### src/rtl/serial_pkg.sv
// Constants shared by the serial shifter / collector datapath.
// Bit-order encoding matches the shifter's right_left convention.
package serial_pkg;

    localparam logic BIT_ORDER_MSB = 1'b1;
    localparam logic BIT_ORDER_LSB = 1'b0;

    localparam int unsigned SER_WIDTH = 8;

endpackage

### src/rtl/word_hold_stage.sv
// Single-entry output register with valid/ready handoff and sticky overrun.
// A completion arriving while a word is held and not being taken is dropped.
module word_hold_stage
    import serial_pkg::*;
#(
    parameter int unsigned WIDTH = SER_WIDTH
) (
    input  logic             clk,
    input  logic             reset,
    input  logic             load,
    input  logic [WIDTH-1:0] load_data,
    input  logic             ready,
    input  logic             clr_overrun,
    output logic [WIDTH-1:0] data,
    output logic             valid,
    output logic             overrun
);

    logic [WIDTH-1:0] data_q, data_d;
    logic             valid_q, valid_d;
    logic             overrun_q, overrun_d;
    logic             drop;

    always_comb begin
        data_d  = data_q;
        valid_d = valid_q;
        drop    = load & valid_q & ~ready;
        if (load && !drop) begin
            data_d  = load_data;
            valid_d = 1'b1;
        end else if (valid_q && ready) begin
            valid_d = 1'b0;
        end
        // A new drop outranks a concurrent clear.
        overrun_d = drop | (overrun_q & ~clr_overrun);
    end

    always_ff @(posedge clk) begin
        if (reset) begin
            data_q    <= '0;
            valid_q   <= 1'b0;
            overrun_q <= 1'b0;
        end else begin
            data_q    <= data_d;
            valid_q   <= valid_d;
            overrun_q <= overrun_d;
        end
    end

    assign data    = data_q;
    assign valid   = valid_q;
    assign overrun = overrun_q;

endmodule

### src/rtl/serial_word_collector.sv
// Assembles WIDTH-bit words from a strobed serial stream, MSB- or LSB-first,
// and passes each completed word to a valid/ready holding stage.
module serial_word_collector
    import serial_pkg::*;
#(
    parameter int unsigned WIDTH = SER_WIDTH,
    parameter int unsigned CW    = $clog2(WIDTH)
) (
    input  logic             clk,
    input  logic             reset,
    input  logic             bit_valid,
    input  logic             bit_in,
    input  logic             msb_first,
    input  logic             sync_clear,
    input  logic             word_ready,
    input  logic             clr_overrun,
    output logic [WIDTH-1:0] word_data,
    output logic             word_valid,
    output logic             overrun,
    output logic [CW-1:0]    bit_count
);

    localparam logic [CW-1:0] CntLast = CW'(WIDTH - 1);
    localparam logic [CW-1:0] CntOne  = CW'(1);

    logic [WIDTH-1:0] sh_q, sh_d, shifted;
    logic [CW-1:0]    cnt_q, cnt_d;
    logic             order_q, order_d, order_eff;
    logic             complete;

    always_comb begin
        // Order is taken fresh at the start of a word or on realignment.
        order_eff = (cnt_q == '0 || sync_clear) ? msb_first : order_q;
        shifted   = (order_eff == BIT_ORDER_MSB) ? {sh_q[WIDTH-2:0], bit_in}
                                                 : {bit_in, sh_q[WIDTH-1:1]};
        sh_d      = sh_q;
        cnt_d     = cnt_q;
        order_d   = order_q;
        complete  = 1'b0;
        if (bit_valid) begin
            sh_d    = shifted;
            order_d = order_eff;
            if (sync_clear) begin
                cnt_d = CntOne;
            end else if (cnt_q == CntLast) begin
                cnt_d    = '0;
                complete = 1'b1;
            end else begin
                cnt_d = cnt_q + 1'b1;
            end
        end else if (sync_clear) begin
            cnt_d = '0;
        end
    end

    always_ff @(posedge clk) begin
        if (reset) begin
            sh_q    <= '0;
            cnt_q   <= '0;
            order_q <= 1'b0;
        end else begin
            sh_q    <= sh_d;
            cnt_q   <= cnt_d;
            order_q <= order_d;
        end
    end

    word_hold_stage #(
        .WIDTH (WIDTH)
    ) u_hold (
        .clk         (clk),
        .reset       (reset),
        .load        (complete),
        .load_data   (shifted),
        .ready       (word_ready),
        .clr_overrun (clr_overrun),
        .data        (word_data),
        .valid       (word_valid),
        .overrun     (overrun)
    );

    assign bit_count = cnt_q;

endmodule
### config.mk
export PLATFORM = sky130hd
export DESIGN_NAME = serial_word_collector
export DESIGN_NICKNAME = d
export VERILOG_FILES = /design/src/rtl/serial_pkg.sv /design/src/rtl/word_hold_stage.sv /design/src/rtl/serial_word_collector.sv
export SDC_FILE = /design/constraint.sdc
export NUM_CORES = 1
export LEC_CHECK = 0
export ABC_AREA = 1
export CORE_AREA = 2 2 56 58
export CTS_CLUSTER_DIAMETER = 30
export DETAILED_ROUTE_END_ITERATION = 6
export DIE_AREA = 0 0 58 60
export SYNTH_ARGS = -nofsm -noshare
export SYNTH_HDL_FRONTEND = slang
export SYNTH_SLANG_ARGS = --single-unit
export TNS_END_PERCENT = 30
### constraint.sdc
create_clock -name clk -period 1.65 [get_ports clk]
set_input_delay 0.2475 -clock clk [delete_from_list [all_inputs] [get_ports clk]]
set_output_delay 0.2475 -clock clk [all_outputs]
set_load 0.1 [all_outputs]
==> results of run 1 <==
==> flip-flops by register name, summed over array words and instances, names as in the netlist <==
register,flops
sh_q,8
u_hold.data,8
bit_count,3
order_q,1
u_hold.overrun,1
u_hold.valid,1
==> area by class of cell <==
cell class | instances | area [um^2] | share of cell area [%]
Timing Repair Buffer | 22 | 345.3 | 22.90
Sequential cell | 22 | 450.4 | 29.88
Clock inverter | 1 | 3.754 | 0.2490
Clock buffer | 3 | 22.52 | 1.494
Tap cell | 33 | 41.29 | 2.739
Multi-Input combinational cell | 110 | 543.0 | 36.02
Inverter | 27 | 101.3 | 6.722
==> stage by stage <==
step | utilization (%) | power (mW) | std cells | worst slack [ps] | area [um^2]
detailed placement | 50.52 | 0.7222 | 214 | 7.566 | 1466
finish | 51.94 | 0.9607 | 218 | 177.7 | 1508
CTS | 51.42 | 0.9708 | 218 | 111.8 | 1493
floorplan | - | 0.6696 | 164 | 72.80 | 1109
global route | 51.94 | 1.017 | 218 | 3.995 | 1508
global placement | 50.52 | 0.7182 | 214 | 56.44 | 1466
==> path summary, 6_finish.rpt <==
path | startpoint | to | slack (ps) | cells past startpoint
hold reg to reg | bit_count[2] | bit_count[2] | 520 | 2
setup reg to reg | bit_count[0] | u_hold.data[5] | 180 | 9
setup / recovery | bit_count[0] | u_hold.data[5] | 180 | 9
hold / removal | bit_count[2] | bit_count[2] | 520 | 2
==> per-layer routing <==
layer / vias to the layer above / part of all wire, % / GRT usage (%)
met5: - / 0 / 0
met4: 0 / 1.7 / 6.312
met3: 7 / 3.8 / 2.165
met2: 25 / 47 / 25.81
met1: 461 / 48 / 19.50
li1: 549 / - / -
==> synth_stat cells <==
master / n / area share, %
nor2_8: 1 / 1.8
clkbuf_1: 1 / 0.34
nor2_1: 36 / 12
a22oi_1: 1 / 0.68
o21ai_0: 1 / 0.46
buf_1: 1 / 0.34
nand3_1: 35 / 16
buf_2: 2 / 0.91
ha_1: 3 / 3.4
nand2_1: 25 / 8.5
inv_2: 2 / 0.68
a21oi_1: 5 / 2.3
inv_1: 25 / 8.5
dfxtp_1: 22 / 40
nor2_4: 1 / 1.0
nor2_2: 1 / 0.57
buf_6: 1 / 1.0
nand2_4: 1 / 1.0
==> where the power goes <==
part / total, mW / switching, mW / leakage [nW] / internal (mW)
Sequential: 0.563 / 0.0158 / 0.182 / 0.547
Combinational: 0.152 / 0.0927 / 0.528 / 0.0594
Clock: 0.246 / 0.157 / 0.0154 / 0.0883
Total: 0.961 / 0.266 / 0.725 / 0.695
==> logic make-up (layout without fill, tap and decap cells) <==
logic type / after synthesis / count (layout) / synth area share [%]
AOI/OAI and AO/OA: 7 / 7 / 3.416
adders and majority gates: 3 / 3 / 3.417
buffers and inverters: 32 / 53 / 11.84
DFF: 22 / 22 / 40.09
and+or+nand+nor: 100 / 100 / 41.23
==> cells in the final DEF, fill, tap and decap left out, types with 2 or more instances in the layout <==
| master | n |
|---|---|
| dfxtp_4 | 2 |
| nand2_1 | 23 |
| inv_1 | 25 |
| clkdlybuf4s50_1 | 7 |
| nand3_1 | 33 |
| a21oi_1 | 5 |
| buf_4 | 2 |
| dfxtp_2 | 2 |
| nand3_2 | 2 |
| buf_12 | 13 |
| ha_1 | 3 |
| clkbuf_4 | 3 |
| nand2_2 | 2 |
| inv_2 | 2 |
| dfxtp_1 | 18 |
| nor2_1 | 36 |
==> tightest hold or removal path: stages, from the launching register on <==
cell and delay, ps:
dfxtp_2 370, nand2_1 70, a21oi_1 60
==> impl_metrics.toml, run 1 <==
[placement]
dp_hpwl_um = 1767
place_congestion = 0.7791
port_buffers = 20

[sta]
fin_crit_sh_pct = 89.23
rsz0062_at_grt = "no"
holdWs_ps = 524.8
worst_pin_slew_ps = 245.2
fmax_mhz = 679.2
fin_crit_ps = 1472
hold_violations = 0
finalSetupViolCount = 0
slew_violations = 0
maxSlewHeadroom_pct = 83.63
tns_ps = 0
finClkSkew_ps = 13.68

[job]
drv_cap = 0

[logic_synthesis]
netlist_area_um2 = 1099
yosysWarnings = 0
syn_avg_cell_area_um2 = 6.699
synth_cell_types = 18
ys_seq_area_share_pct = 40.09
synth_cells = 164
synth-seq-cells = 22
synth_nets = 175

[route]
vias_per_cell = 4.780
firstDrtPassIters = 4
drcViolationCount = 0
first_iter_violations = 43
drt-total-wl_um = 2393
wl_per_cell_um = 10.98
vias = 1042
ant_nets = 0

[critical_path]
cp_slowest_cell = "dfxtp_4"
path_max_fanout = 9
max_stage_delay_ps = 410
crit_type = "reg2reg"
crit_family = "simple AND/OR/NAND/NOR gates"
cp.arrival_ps = 1720
cp-start-kind = "register"
cp.required_ps = 1900
crit_chain = "inv_1, ha_1, nand2_1, nand2_1, nand2_2, nand3_1, nand3_1, nand2_1, inv_1"
crit_buf_inv = 2
crit_top_cell = "nand2_1"
end_kind = "register"

[power_and_ir_drop]
vdd_drop_max_uv = 367.2
p_leak_nw = 0.7248
power.density_nw_per_um2 = 637.2

[clock_tree]
numCtsBuffers = 3
cts_tree = "yes"
cts_hold_buffers = 0
cts_root_buf = "clkbuf_4"
path_clk_slew_ps = 120
numClockSinks = 22
cts_buffer_depth = 2
post-cts-setup-buffers = 0
clock_latency_ps = 310
cts.repair.resized = 0
htree_levels = 1

[final_layout]
num-nets-final = 197
drive_gt1_share_pct = 17.30
antenna_cells = 0
area_growth_pct = 37.24
fillCellCount = 312

[grt]
grt_pass1_wl_um = 4140
overflow = 0
grt_max_degree = 23
antenna_found_initial = 0
grt_usage_pct = 15.26
grt_pass1_vias = 945

[floorplan]
coreArea_um2 = 2903
die_h_um = 60
chipWidth_um = 58
start_util_pct = 37.84
rows = 20
ioPinCount = 21
dieArea_um2 = 3480

[run_status]
outcome = "finished, final reports clean"

[hold_path]
hold_path_class = "reg2reg"
(Power assumes the default switching activity.)
==> run 2: changes to the inputs <==
--- a/config.mk
+++ b/config.mk
@@ -6,10 +6,10 @@
 export NUM_CORES = 1
 export LEC_CHECK = 0
 export ABC_AREA = 1
-export CORE_AREA = 2 2 56 58
+export CORE_AREA = 2 2 66 56
 export CTS_CLUSTER_DIAMETER = 30
 export DETAILED_ROUTE_END_ITERATION = 6
-export DIE_AREA = 0 0 58 60
+export DIE_AREA = 0 0 68 58
 export SYNTH_ARGS = -nofsm -noshare
 export SYNTH_HDL_FRONTEND = slang
 export SYNTH_SLANG_ARGS = --single-unit
==> run 2 against run 1 <==
Against the previous run: hold slack worse by 10 ps; clock power up 80%; core utilization down 4.6 points; total power up 20%; cell area up 3.1%; setup slack worse by 44 ps; largest power group unchanged.
==> impl_metrics.toml, run 2 (synthesized netlist as in run 1, its figures left out) <==
[run_status]
outcome = "finished, final reports clean"

[route]
wl_per_cell_um = 10.22
ant_nets = 0
vias = 1027
drt-total-wl_um = 2319
vias_per_cell = 4.524
drcViolationCount = 0
first_iter_violations = 61
firstDrtPassIters = 6

[critical_path]
crit_chain = "inv_1, ha_1, nand2_1, nand2_1, nand2_1, nand3_1, nand3_1, nand2_1, inv_1"
path_max_fanout = 9
cp_slowest_cell = "dfxtp_4"
cp.required_ps = 1860
crit_top_cell = "nand2_1"
cp.arrival_ps = 1730
end_kind = "register"
reg2reg_slack_ps = 130
crit_family = "simple AND/OR/NAND/NOR gates"
rr_startpoint = "bit_count[0]"
crit_type = "reg2reg"
crit_buf_inv = 2
cp-start-kind = "register"
r2r_cells = 9
crit_start = "bit_count[0]"
r2r-end = "u_hold.data[7]"
max_stage_delay_ps = 390

[clock_tree]
htree_levels = 1
cts.repair.resized = 0
cts_tree = "yes"
path_clk_slew_ps = 80
post-cts-setup-buffers = 0
numClockSinks = 22
cts_hold_buffers = 0
numCtsBuffers = 3
clock_latency_ps = 260
cts_buffer_depth = 2
cts_root_buf = "clkbuf_8"

[hold_path]
hold_end = "bit_count[2]"
hold_depth = 2
hold_path.startpoint = "bit_count[2]"
hold_path_class = "reg2reg"

[final_layout]
multi_input_area_um2 = 538.0
layout_commonest_cell = "nor2_1"
regArea_um2 = 450.4
num-nets-final = 197
fillCellCount = 326
antenna_cells = 0
layout_common_cells = "nor2_1 (36), nand3_1 (33), inv_1 (25), nand2_1 (25), dfxtp_1 (18)"
area_growth_pct = 41.46
final_cells = 227
design_area_um2 = 1554
drive_gt1_share_pct = 16.76

[floorplan]
ioPinCount = 21
start_util_pct = 33.49
chipWidth_um = 68
rows = 19
die_h_um = 58
coreArea_um2 = 3281
dieArea_um2 = 3944

[power_and_ir_drop]
power_frac_seq_pct = 48.6
switching_power_mw = 0.2877
p_leak_nw = 0.7432
clkPwrFrac_pct = 38.4
vdd_drop_max_uv = 301.5
power.density_nw_per_um2 = 744.0
power.internal_mw = 0.8684
swShare_pct = 24.88
finalPower_mw = 1.156
pwr-share-comb_pct = 13.0

[job]
drv_cap = 0

[sta]
holdWs_ps = 514.7
hold_violations = 0
fin_crit_sh_pct = 91.92
maxSlewHeadroom_pct = 80.00
worst_pin_slew_ps = 299.2
tns_ps = 0
finalSetupViolCount = 0
finClkSkew_ps = 3.633
fmax_mhz = 659.3
fin_crit_ps = 1517
slew_violations = 0

[placement]
dpl.cell_count = 223
dp_hpwl_um = 1695
place_congestion = 0.9048
port_buffers = 20
placed_cell_area_um2 = 1478

[grt]
overflow = 0
grt_pass1_vias = 919
grt_max_degree = 23
grt_pass1_wl_um = 3795
grt_usage_pct = 12.43
antenna_found_initial = 0
## run 2: cell types whose count changed in the layout (fill, tap and decap cells not counted)
cell       previous run  this run
nand2_1              23        25
clkbuf_8              0         3
nand2_2               2         0
clkinv_1              1         0
clkbuf_4              3         0
clkbuf_16             0         1
## run 2: layout make-up
class | count | share of cell area, %
clock buffer | 4 | 4.267
inverter | 27 | 6.522
multi-input combinational | 110 | 34.62
sequential | 22 | 28.99
tap | 42 | 3.382
timing repair buffer | 22 | 22.22
## run 2: power by group through the flow
stage,clock network [mW],registers (mW),logic (mW)
final,0.444,0.562,0.150
after global routing,0.472,0.564,0.169
after CTS,0.452,0.561,0.148
after detailed placement,0,0.574,0.147
after global placement,0,0.573,0.144
after floorplan,0,0.586,0.0838
## run 2: how the worst max path moves through the flow
stage	endpoint	slack, ps	depth (start not counted)
global placement	u_hold.data[7]	80	7
floorplan	u_hold.data[6]	70	8
finish	u_hold.data[7]	130	9
global route	u_hold.data[4]	-4	9
CTS	sh_q[7]	160	8
detailed placement	u_hold.data[0]	-5	7
## run 2: routing by layer
metal | global-route usage [%] | share of wire [%] | vias to the layer above
met5 | 0 | 0 | -
met4 | 5.143 | 0.43 | 0
met3 | 3.107 | 4.8 | 2
met2 | 19.83 | 47 | 25
met1 | 15.94 | 48 | 448
li1 | - | - | 552
## run 2: metrics by stage
step           util, %  setup WS [ps]
6_report         47.37          133.3
5_1_grt          47.37         -3.886
3_5_place_dp     45.04         -4.846
4_1_cts          47.06          157.3
3_3_place_gp     45.04          80.76
2_1_floorplan        -          72.80
## run 2: tightest hold or removal path, delay by kind of cell, from the launching register on
| kind | cells | cell delay [ps] |
|---|---|---|
| flops | 1 | 360 |
| simple gates | 1 | 70 |
| compound gates | 1 | 50 |
==> run 3: changes to the inputs <==
--- a/config.mk
+++ b/config.mk
@@ -6,10 +6,13 @@
 export NUM_CORES = 1
 export LEC_CHECK = 0
 export ABC_AREA = 1
-export CORE_AREA = 2 2 66 56
+export CAP_MARGIN = 20
+export CORE_AREA = 2 2 56 47
 export CTS_CLUSTER_DIAMETER = 30
+export CTS_CLUSTER_SIZE = 30
 export DETAILED_ROUTE_END_ITERATION = 6
-export DIE_AREA = 0 0 68 58
+export DIE_AREA = 0 0 58 49
+export PLACE_DENSITY = 0.75
 export SYNTH_ARGS = -nofsm -noshare
 export SYNTH_HDL_FRONTEND = slang
 export SYNTH_SLANG_ARGS = --single-unit
==> run 3 against run 2 <==
Against the previous run: hold slack gained 1.7 ps; first-iteration DRC count fell by 49%; routed wire length grew 0.30%; critical endpoint is now u_hold.data[5]; highest routed layer unchanged; register-to-register slack about the same.
==> impl_metrics.toml, run 3 (synthesized netlist as in run 1, its figures left out) <==
[job]
drv_cap = 0

[route]
wl_per_cell_um = 10.97
drcViolationCount = 0
drt-total-wl_um = 2326
first_iter_violations = 31
ant_nets = 0
vias_per_cell = 4.972
firstDrtPassIters = 4
vias = 1054

[sta]
fin_crit_sh_pct = 91.82
tns_ps = 0
rsz0062_at_grt = "yes"
fmax_mhz = 660.0
fin_crit_ps = 1515
maxSlewHeadroom_pct = 78.82
slew_violations = 0
holdWs_ps = 516.4
worst_pin_slew_ps = 316.9
finClkSkew_ps = 3.752
finalSetupViolCount = 0
hold_violations = 0

[critical_path]
rr_startpoint = "bit_count[0]"
crit_start = "bit_count[0]"
cp.required_ps = 1870
cp.arrival_ps = 1730
path_max_fanout = 8
cp-start-kind = "register"
end_kind = "register"
crit_type = "reg2reg"

[floorplan]
start_util_pct = 47.31
chipWidth_um = 58
ioPinCount = 21
coreArea_um2 = 2322
rows = 16
die_h_um = 49
dieArea_um2 = 2842

[grt]
grt_pass1_vias = 886
grt_max_degree = 23
antenna_found_initial = 0
overflow = 0
grt_pass1_wl_um = 3884
grt_usage_pct = 17.57

[run_status]
outcome = "finished, final reports clean"

[clock_tree]
path_clk_slew_ps = 110
cts_root_buf = "clkbuf_4"
post-cts-setup-buffers = 0
cts_buffer_depth = 2
clock_latency_ps = 300
numClockSinks = 22
cts.repair.resized = 0
cts_hold_buffers = 0
htree_levels = 1
cts_tree = "yes"
numCtsBuffers = 3

[placement]
port_buffers = 20
place_congestion = 0.8457
dp_hpwl_um = 1735

[power_and_ir_drop]
clkPwrFrac_pct = 25.7
power.internal_mw = 0.6999
p_leak_nw = 0.7234
power.density_nw_per_um2 = 643.6
power_frac_seq_pct = 58.6
vdd_drop_max_uv = 615.9
swShare_pct = 27.03
pwr-share-comb_pct = 15.7
switching_power_mw = 0.2592

[final_layout]
num-nets-final = 197
layout_commonest_cell = "nor2_1"
area_growth_pct = 35.65
layout_common_cells = "nor2_1 (36), nand3_1 (34), inv_1 (25), nand2_1 (25), dfxtp_1 (18)"
antenna_cells = 0
drive_gt1_share_pct = 15.68
final_core_util_pct = 64.17

[hold_path]
hold_path_class = "reg2reg"
hold_path.startpoint = "bit_count[2]"
-- run 3: cell counts in the layout (fill, tap and decap cells not counted) --
No cell type changed its count.
-- run 3: layout make-up --
cell class                      instances  area [um^2]
Tap cell                               27        33.78
Clock buffer                            4        26.28
Timing Repair Buffer                   22        345.3
Sequential cell                        22        450.4
Fill cell                             211        832.0
Multi-Input combinational cell        110        533.0
Inverter                               27        101.3
-- run 3: final timing paths --
| check | end | slack (ps) | cells after the start |
|---|---|---|---|
| worst max-delay path | u_hold.data[5] | 130 | 8 |
| worst min-delay path | bit_count[2] | 520 | 2 |
| worst max register to register | u_hold.data[5] | 130 | 8 |
| worst min register to register | bit_count[2] | 520 | 2 |
-- run 3: per-stage QoR --
stage                     setup WS [ps]  std cells  power (mW)  area [um^2]
after floorplan                   72.80        164      0.6696         1109
after global placement            78.72        208      0.7168         1459
after detailed placement        -0.1097        208      0.7220         1459
after CTS                         162.7        212      0.9726         1485
after global routing              9.902        212       1.011         1490
final                             134.9        212      0.9591         1490
-- run 3: power by group through the flow --
stage          sequential [mW]  clock (mW)  combinational (mW)
3_5_place_dp             0.574           0               0.148
2_1_floorplan            0.586           0              0.0838
3_3_place_gp             0.573           0               0.144
6_report                 0.562       0.246               0.151
4_1_cts                  0.562       0.262               0.149
5_1_grt                  0.564       0.280               0.167
-- run 3: routing by layer --
layer,vias to the layer above,track usage (%),part of all wire [%]
li1,550,-,-
met1,462,25.33,49
met2,40,25.76,44
met3,2,5.570,6.7
met4,0,3.488,0.64
met5,-,0,0
-- run 3: critical path, stage by stage (launching register included) --
cell     delay [ps]
dfxtp_4         390
inv_1            50
ha_1            180
nand2_1         120
nand3_1         260
nand3_1         210
nand3_1         110
nand2_1          80
inv_1            30
